==> src/rtl/register_file_if.sv <==
// register_file_if: bundles the writeback, read-port, load-issue and status
// signals of the integer register file. The pipeline side uses the master
// modport and the register file itself uses the slave modport.
interface register_file_if;
    logic        rd_enable_i;
    logic [4:0]  rd_addr_i;
    logic [31:0] rd_data_i;

    logic        re1_i;
    logic [4:0]  raddr1_i;
    logic [31:0] rdata1_o;

    logic        re2_i;
    logic [4:0]  raddr2_i;
    logic [31:0] rdata2_o;

    logic        issue_load_i;
    logic [4:0]  issue_rd_i;

    logic        stall_req_o;
    logic        err_o;

    modport master (
        output rd_enable_i, rd_addr_i, rd_data_i,
        output re1_i, raddr1_i, re2_i, raddr2_i,
        output issue_load_i, issue_rd_i,
        input  rdata1_o, rdata2_o, stall_req_o, err_o
    );

    modport slave (
        input  rd_enable_i, rd_addr_i, rd_data_i,
        input  re1_i, raddr1_i, re2_i, raddr2_i,
        input  issue_load_i, issue_rd_i,
        output rdata1_o, rdata2_o, stall_req_o, err_o
    );
endinterface

==> src/rtl/register_file.sv <==
// register_file: 32x32 architectural integer registers with two combinational
// read ports, MEM/WB writeback, and a per-register load scoreboard that asks
// the ID stage to stall while an operand is still in flight.
// Optional feature macro: REGFILE_BYPASS_EN forwards the writeback value to
// the read ports in the same cycle and releases the stall one cycle earlier.
// x0 is hard-wired to zero and has neither storage nor a scoreboard counter.
module register_file (
    input  logic           clk,
    input  logic           rst,
    register_file_if.slave bus
);

    logic [31:0] regs_q [1:31];
    logic [31:0] regs_d [1:31];
    logic [1:0]  cnt_q  [1:31];
    logic [1:0]  cnt_d  [1:31];
    logic        err_q;
    logic        err_d;

    logic [31:0] arr1;
    logic [31:0] arr2;
    logic [1:0]  cnt1;
    logic [1:0]  cnt2;
    logic        fwd1;
    logic        fwd2;
    logic [31:0] rdata1;
    logic [31:0] rdata2;
    logic        busy1;
    logic        busy2;

    // Next array contents: a valid writeback to a nonzero register replaces it.
    always_comb begin
        regs_d = regs_q;
        for (int r = 1; r < 32; r++) begin
            if (bus.rd_enable_i && (bus.rd_addr_i == 5'(r))) begin
                regs_d[r] = bus.rd_data_i;
            end
        end
    end

    // Next scoreboard counts: loads issued raise the count, their writebacks lower it.
    always_comb begin
        logic inc;
        logic dec;
        inc   = 1'b0;
        dec   = 1'b0;
        cnt_d = cnt_q;
        err_d = err_q;
        for (int r = 1; r < 32; r++) begin
            inc = bus.issue_load_i && (bus.issue_rd_i == 5'(r));
            dec = bus.rd_enable_i && (bus.rd_addr_i == 5'(r)) && (cnt_q[r] != 2'd0);
            if (inc && !dec) begin
                if (cnt_q[r] == 2'd3) begin
                    err_d = 1'b1;
                end else begin
                    cnt_d[r] = cnt_q[r] + 2'd1;
                end
            end else if (dec && !inc) begin
                cnt_d[r] = cnt_q[r] - 2'd1;
            end
        end
    end

    // Array and scoreboard lookup for both read addresses; x0 yields zero.
    always_comb begin
        arr1 = '0;
        arr2 = '0;
        cnt1 = '0;
        cnt2 = '0;
        for (int r = 1; r < 32; r++) begin
            if (bus.raddr1_i == 5'(r)) begin
                arr1 = regs_q[r];
                cnt1 = cnt_q[r];
            end
            if (bus.raddr2_i == 5'(r)) begin
                arr2 = regs_q[r];
                cnt2 = cnt_q[r];
            end
        end
    end

`ifdef REGFILE_BYPASS_EN
    // Detect a writeback landing this cycle on the register each port reads.
    always_comb begin
        fwd1 = bus.rd_enable_i && (bus.rd_addr_i == bus.raddr1_i) && (bus.raddr1_i != 5'd0);
        fwd2 = bus.rd_enable_i && (bus.rd_addr_i == bus.raddr2_i) && (bus.raddr2_i != 5'd0);
    end
`else
    // Without forwarding the ports only ever see the stored array contents.
    always_comb begin
        fwd1 = 1'b0;
        fwd2 = 1'b0;
    end
`endif

    // Read data and busy per port; everything is forced quiet while reset is held.
    always_comb begin
        rdata1 = '0;
        rdata2 = '0;
        busy1  = 1'b0;
        busy2  = 1'b0;
        if (rst && bus.re1_i && (bus.raddr1_i != 5'd0)) begin
            rdata1 = fwd1 ? bus.rd_data_i : arr1;
            busy1  = (cnt1 != 2'd0) && !(fwd1 && (cnt1 == 2'd1));
        end
        if (rst && bus.re2_i && (bus.raddr2_i != 5'd0)) begin
            rdata2 = fwd2 ? bus.rd_data_i : arr2;
            busy2  = (cnt2 != 2'd0) && !(fwd2 && (cnt2 == 2'd1));
        end
    end

    assign bus.rdata1_o    = rdata1;
    assign bus.rdata2_o    = rdata2;
    assign bus.stall_req_o = busy1 | busy2;
    assign bus.err_o       = err_q;

    // State registers; reset clears the array, forgets in-flight loads and the error flag.
    always_ff @(posedge clk or negedge rst) begin
        if (!rst) begin
            for (int r = 1; r < 32; r++) begin
                regs_q[r] <= '0;
                cnt_q[r]  <= '0;
            end
            err_q <= 1'b0;
        end else begin
            regs_q <= regs_d;
            cnt_q  <= cnt_d;
            err_q  <= err_d;
        end
    end

endmodule

==> src/flat_wrapper.sv <==
// flat-port wrapper written by rule: the top's interface ports become plain ports
module register_file_flat 
  (clk, rst, bus_rd_enable_i, bus_rd_addr_i, bus_rd_data_i, bus_re1_i, bus_raddr1_i, bus_re2_i, bus_raddr2_i, bus_issue_load_i, bus_issue_rd_i, bus_rdata1_o, bus_rdata2_o, bus_stall_req_o, bus_err_o);
  register_file_if bus_i ();
  input  logic clk;
  input  logic rst;
  input wire logic [$bits(bus_i.rd_enable_i)-1:0] bus_rd_enable_i;
  input wire logic [$bits(bus_i.rd_addr_i)-1:0] bus_rd_addr_i;
  input wire logic [$bits(bus_i.rd_data_i)-1:0] bus_rd_data_i;
  input wire logic [$bits(bus_i.re1_i)-1:0] bus_re1_i;
  input wire logic [$bits(bus_i.raddr1_i)-1:0] bus_raddr1_i;
  input wire logic [$bits(bus_i.re2_i)-1:0] bus_re2_i;
  input wire logic [$bits(bus_i.raddr2_i)-1:0] bus_raddr2_i;
  input wire logic [$bits(bus_i.issue_load_i)-1:0] bus_issue_load_i;
  input wire logic [$bits(bus_i.issue_rd_i)-1:0] bus_issue_rd_i;
  output wire logic [$bits(bus_i.rdata1_o)-1:0] bus_rdata1_o;
  output wire logic [$bits(bus_i.rdata2_o)-1:0] bus_rdata2_o;
  output wire logic [$bits(bus_i.stall_req_o)-1:0] bus_stall_req_o;
  output wire logic [$bits(bus_i.err_o)-1:0] bus_err_o;
  assign bus_i.rd_enable_i = bus_rd_enable_i;
  assign bus_i.rd_addr_i = bus_rd_addr_i;
  assign bus_i.rd_data_i = bus_rd_data_i;
  assign bus_i.re1_i = bus_re1_i;
  assign bus_i.raddr1_i = bus_raddr1_i;
  assign bus_i.re2_i = bus_re2_i;
  assign bus_i.raddr2_i = bus_raddr2_i;
  assign bus_i.issue_load_i = bus_issue_load_i;
  assign bus_i.issue_rd_i = bus_issue_rd_i;
  assign bus_rdata1_o = bus_i.rdata1_o;
  assign bus_rdata2_o = bus_i.rdata2_o;
  assign bus_stall_req_o = bus_i.stall_req_o;
  assign bus_err_o = bus_i.err_o;
  register_file u_core (.clk(clk), .rst(rst), .bus(bus_i));
endmodule
==> config.mk <==
export PLATFORM = sky130hd
export DESIGN_NAME = register_file_flat
export DESIGN_NICKNAME = d
export VERILOG_FILES = /design/src/rtl/register_file_if.sv /design/src/rtl/register_file.sv /design/src/flat_wrapper.sv
export SDC_FILE = /design/constraint.sdc
export NUM_CORES = 2
export LEC_CHECK = 0
export CAP_MARGIN = 20
export CORE_UTILIZATION = 40
export DETAILED_ROUTE_END_ITERATION = 10
export PLACE_DENSITY_LB_ADDON = 0.1
export SYNTH_ARGS = -nofsm -noshare
export SYNTH_HDL_FRONTEND = slang
export SYNTH_SLANG_ARGS = --single-unit
==> constraint.sdc <==
create_clock -name clk -period 7.7 [get_ports clk]
set_clock_uncertainty 0.1 [all_clocks]
set_input_delay 1.54 -clock clk [delete_from_list [all_inputs] [get_ports clk]]
set_output_delay 1.54 -clock clk [all_outputs]
set_load 0.05 [all_outputs]
; After elaboration in Yosys (flattened, before gate mapping)
; Index checks and enable logic that the tools add are counted.
; W data, S select, Z words.
[classes]
n_bitwise = 1
reduce_logical = 318
n_eq_ne = 186
addsub = 62
mux = 283
[ops]
columns = cell, count
row1 = $mux W32, 64
row2 = $eq A5 B5 Y1 const B, 64
row3 = $mux W2, 155
row4 = $eq A5 B4 Y1 const B, 32
row5 = $logic_and A1 B1 Y1, 159
row6 = $reduce_bool A2 Y1, 64
row7 = $eq A5 B3 Y1 const B, 16
row8 = $mux W1, 64
row9 = $add A2 B1 Y2 const B, 31
row10 = $eq A2 B2 Y1 const B, 31
row11 = $logic_not A1 Y1, 62
row12 = $ne A2 B2 Y1 const B, 31
row13 = $reduce_and A2 Y1, 31
row14 = $sub A2 B1 Y2 const B, 31
row15 = $eq A5 B2 Y1 const B, 8
row16 = $eq A5 B1 Y1 const B, 4
row17 = $reduce_bool A5 Y1, 2
row18 = $or A1 B1 Y1, 1
[totals]
reg_bits = 1055
inputBits = 58
elab_cells = 913

; Logic depth before layout (Yosys ltp)
[depth]
ltp_word = 66
depth_mapped = 12
mapped_depth_nobuf = 7

; Worst setup path after synthesis
; Ideal clock, no wire load.
[synth_timing]
path_type = input port to output port
start = input bus_raddr2_i[1]
end = output bus_rdata2_o[10]
path_buffers = 6
t_arrival_ns = 4.488
required_ns = 6.060
cell_stages = 9
setup_slack_ns = 1.572
path_cell_list = buf_2 > buf_2 > buf_4 > buf_2 > buf_2 > buf_1 > o211ai_1 > o211a_1 > nor4_1
[synth_via]
elab_chain_len = 33
word_cells_on_any_way = 65
classes_between = eq/ne: 31 / mux: 32 / reduce/logical: 2
[synth_rtl]
columns = item, line
row1 = start: declaration, flat_wrapper.sv:13  ; input wire logic [$bits(bus_i.raddr2_i)-1:0] bus_raddr2_i;
row2 = $eq A5 B1 Y1, register_file.sv:75  ; if (bus.raddr2_i == 5'(r)) begin
row3 = $mux W32 (31 in a row), register_file.sv:75
row4 = $mux W32 (*), register_file.sv:106  ; if (rst && bus.re2_i && (bus.raddr2_i != 5'd0)) begin
row5 = end: declaration, flat_wrapper.sv:17  ; output wire logic [$bits(bus_i.rdata2_o)-1:0] bus_rdata2_o;
; Every way passes the cells marked *; elsewhere a longest branch is shown, timed or not.

; Final worst setup path
[layout_timing]
start = input bus_raddr2_i[3]
end = output bus_rdata2_o[18]
; The elaborated chain is that of the path after synthesis.

==> results_dict.tcl <==
set metrics [dict create \
    cap_violations 0 \
    path_max_fanout 16 \
    stdcell_area_sq_mm 0.0694 \
    clock_path_buffers 3 \
    peakVddDrop_mv 0.231 \
    crit_chain "clkdlybuf4s50_1 > buf_4 > and3b_1 > buf_4 > nand2_1 > buf_4 > o22ai_1 > nor2_1 > o221ai_1 > o21bai_1 > a21oi_1 > buf_12" \
    p_switching_uw 6050 \
    outcome "finished with violations" \
    combPwrFrac_pct 17.5 \
    yosys_warnings 0 \
    first_global_vias 58900 \
    slew_headroom_pct -7.92 \
    p_seq_share_pct 45.3 \
    syn_nets 6657 \
    use_met3_pct 16.0 \
    cts_sinks 1055 \
    syn-instance-count 6599 \
    gp_congestion 1.08 \
    drive_gt1_share_pct 21.6 \
    placed_cell_area_sq_mm 0.0649 \
    cpPeakStageDelay_ps 810 \
    switching_share_pct 34.2 \
    globalRouteTotalUtil_pct 51.3 \
    cts_tree "done" \
    grt_overflow 0 \
    synth-async-reset-ratio_pct 100 \
    crit_buf_inv 5 \
    synth_area_leaders "dfrtp_1 45%, nand2_1 12%, mux2_2 10%" \
    ys_seq_area_share_pct 44.9 \
    area_growth_pct 18.1 \
    synth_edf_count 0 \
    die_area_sq_mm 0.148 \
    period_share_pct 104 \
    critPathLaunchType "input port" \
    post-synth-top-area-cell "dfrtp_1" \
    rsz0062_at_grt "false" \
    cts_made_buffers 132 \
    drtPass1Iterations 7 \
    ys_types 93 \
    grt_max_degree 156 \
    detail_route.wl_per_cell_um 43.9 \
    finalWirelength_mm 387 \
    post_cts_buffers 0 \
    clk_pin_slew_ps 60 \
    period_minus_slack_ps 7980 \
    die_h_um 385 \
    met1_usage_pct 62.3 \
    syn-cell-area_sq_mm 0.0588 \
    synth_seq_cells 1055 \
    n_fill_cell 14100 \
    drc_errors 0 \
    syn-mean-instance-area_sq_um 8.90 \
    crit_family "compound AO/OA/AOI/OAI gates" \
    grt-busiest-layer "met2" \
    finalNonFillerCells 8819 \
    via_per_inst 7.14 \
    cts_max_level 4 \
    root_buffer "clkbuf_16" \
    use_met2_pct 74.5 \
    num-nets-final 6836 \
    cts_resized 0 \
    finalSetupViolations 2 \
    setup_ws_ps -277 \
    ioPinCount 124 \
    synth-main-ff-cell "dfrtp_1" \
    cp_slowest_cell "o221ai_1" \
    violations "max-slew violations, negative setup slack" \
    arrival_ps 6340 \
    crit_path_frequent_cell "buf_4" \
    port_buffers 123 \
    vias 63000 \
    dpl.hpwl_mm 265 \
    coreArea_sq_mm 0.146 \
    grt_first_pass_wirelength_mm 516 \
    clkLatencyLatePin_ps 780 \
    slew_violations 1 \
    die_w_um 385 \
    finalHoldViolations 0 \
    endpoint_kind "output port" \
    dp_cells 8560 \
    required_ps 6060 \
    critPathKind "in2out" \
    start_util_pct 40.3 \
    synth.top_cell.area_share_pct 44.9 \
    ant_nets 0 \
    drtIter0Drc 10500 \
    power_density_mw_per_mm2 255 \
    total_power_uw 17700 \
    max_freq_mhz 125 \
    min_path_type "reg2reg" \
    internal_power_uw 11700 \
    antenna_found_initial 22 \
    cts_hold_buf 0 \
    leakagePower_uw 0.0312 \
    tightest_slew_ps 1620 \
    pwr-share-clk_pct 37.2 \
    rows 140 \
]
==> cells in the mapped netlist, types with 12 or more instances <==
cell	n
nor2b_1	26
a2111oi_0	24
or3_1	19
o211ai_1	57
mux2i_1	66
o32ai_1	13
nor2_1	283
buf_4	36
a222oi_1	44
xor2_1	19
o2111ai_1	13
buf_1	30
a21oi_1	284
mux2_2	547
nand2_1	1870
a221o_1	17
o22ai_1	101
buf_2	156
nor2_2	22
a22oi_1	363
o31ai_1	14
nor4_1	25
dfrtp_1	1055
a211oi_1	51
clkbuf_1	341
nand4_1	59
o221a_2	12
a22o_1	50
a221oi_1	63
o21ai_0	348
nand3b_1	18
and3_1	45
nand2b_1	42
nand3_1	95
a31oi_1	33
o221ai_1	49
nor3_1	51
inv_1	33
==> power by group through the flow <==
stage	Sequential (uW)	Combinational [uW]	Clock, uW
5_1_grt	8030	3240	6800
3_5_place_dp	7990	2970	0
2_1_floorplan	7320	1770	0
4_1_cts	7910	2980	6580
3_3_place_gp	7990	2920	0
6_report	8010	3100	6590
==> cell type report <==
cell class	count	area, sq um	share of cell area (%)
clock buffers	198	3970	5.72
repair buffers	609	5720	8.24
diodes	17	42.5	0.0613
inverters	33	124	0.178
clock inverters	43	502	0.723
flip-flops and latches	1055	26400	38.0
multi-input cells	4947	30200	43.6
well taps	1917	2400	3.46
==> registers in the layout (all words and copies together) (netlist names) <==
register          count
u_core.bus.err_o      1
u_core.regs_q       992
u_core.cnt_q         62
==> final timing paths <==
path	start	end	slack, ps	depth (start not counted)
min in group asynchronous	rst	u_core.regs_q[698]	510	1
max	bus_raddr2_i[3]	bus_rdata2_o[18]	-280	12
max in group asynchronous	rst	u_core.regs_q[363]	3080	5
max reg2reg	u_core.cnt_q[20]	u_core.bus.err_o	5700	4
min	u_core.regs_q[14]	u_core.regs_q[14]	400	2
min reg2reg	u_core.regs_q[14]	u_core.regs_q[14]	400	2
==> through the flow <==
step	utilization, %	hold WS [ps]	setup WS, ps	setup TNS, ps
detailed placement	44.5	385	279	0
floorplan	-	352	1570	0
finish	47.6	401	-277	-317
CTS	47.6	400	262	0
global route	47.6	414	118	0
global placement	44.5	377	207	0
==> worst min-delay path, delay by kind of cell, from the launching register on <==
| kind | cells | cell delay (ps) |
|---|---|---|
| flip-flops | 1 | 360 |
| AND/OR/NAND/NOR | 2 | 110 |
==> cell families after synthesis <==
kind of cell | synth area share (%)
simple gates | 19.0
compound gates | 19.2
flops | 44.9
mux | 12.0
buf+inv | 4.39
xor+xnor | 0.432
==> per-layer routing <==
metal  wire length (um)  vias up
met5                 89        -
met4              40200       14
met3              47400     1746
met2             161000     5569
met1             138000    31600
li1                   -    24100
==> placed cells by master (no fill, tap or decap), drive strengths merged, types with 12 or more instances in the layout <==
cell	count
o32ai	13
clkbuf	199
a222oi	44
and3	45
inv	42
nand3b	20
a31oi	33
a22oi	363
or3	19
a2111oi	26
nand4	59
nand2b	42
nand3	95
o31ai	14
a22o	50
mux2	547
o2111ai	13
mux2i	66
o21ai	349
nor3	51
dfrtp	1055
o22ai	101
a221o	17
o211ai	57
clkdlybuf4s50	46
a221oi	63
o221a	12
buf	562
a211oi	51
o221ai	49
clkinv	23
xor2	19
nand2	1872
diode	17
nor4	27
nor2b	26
a21oi	285
nor2	312
No activity file was read; power rests on OpenSTA's default activity.
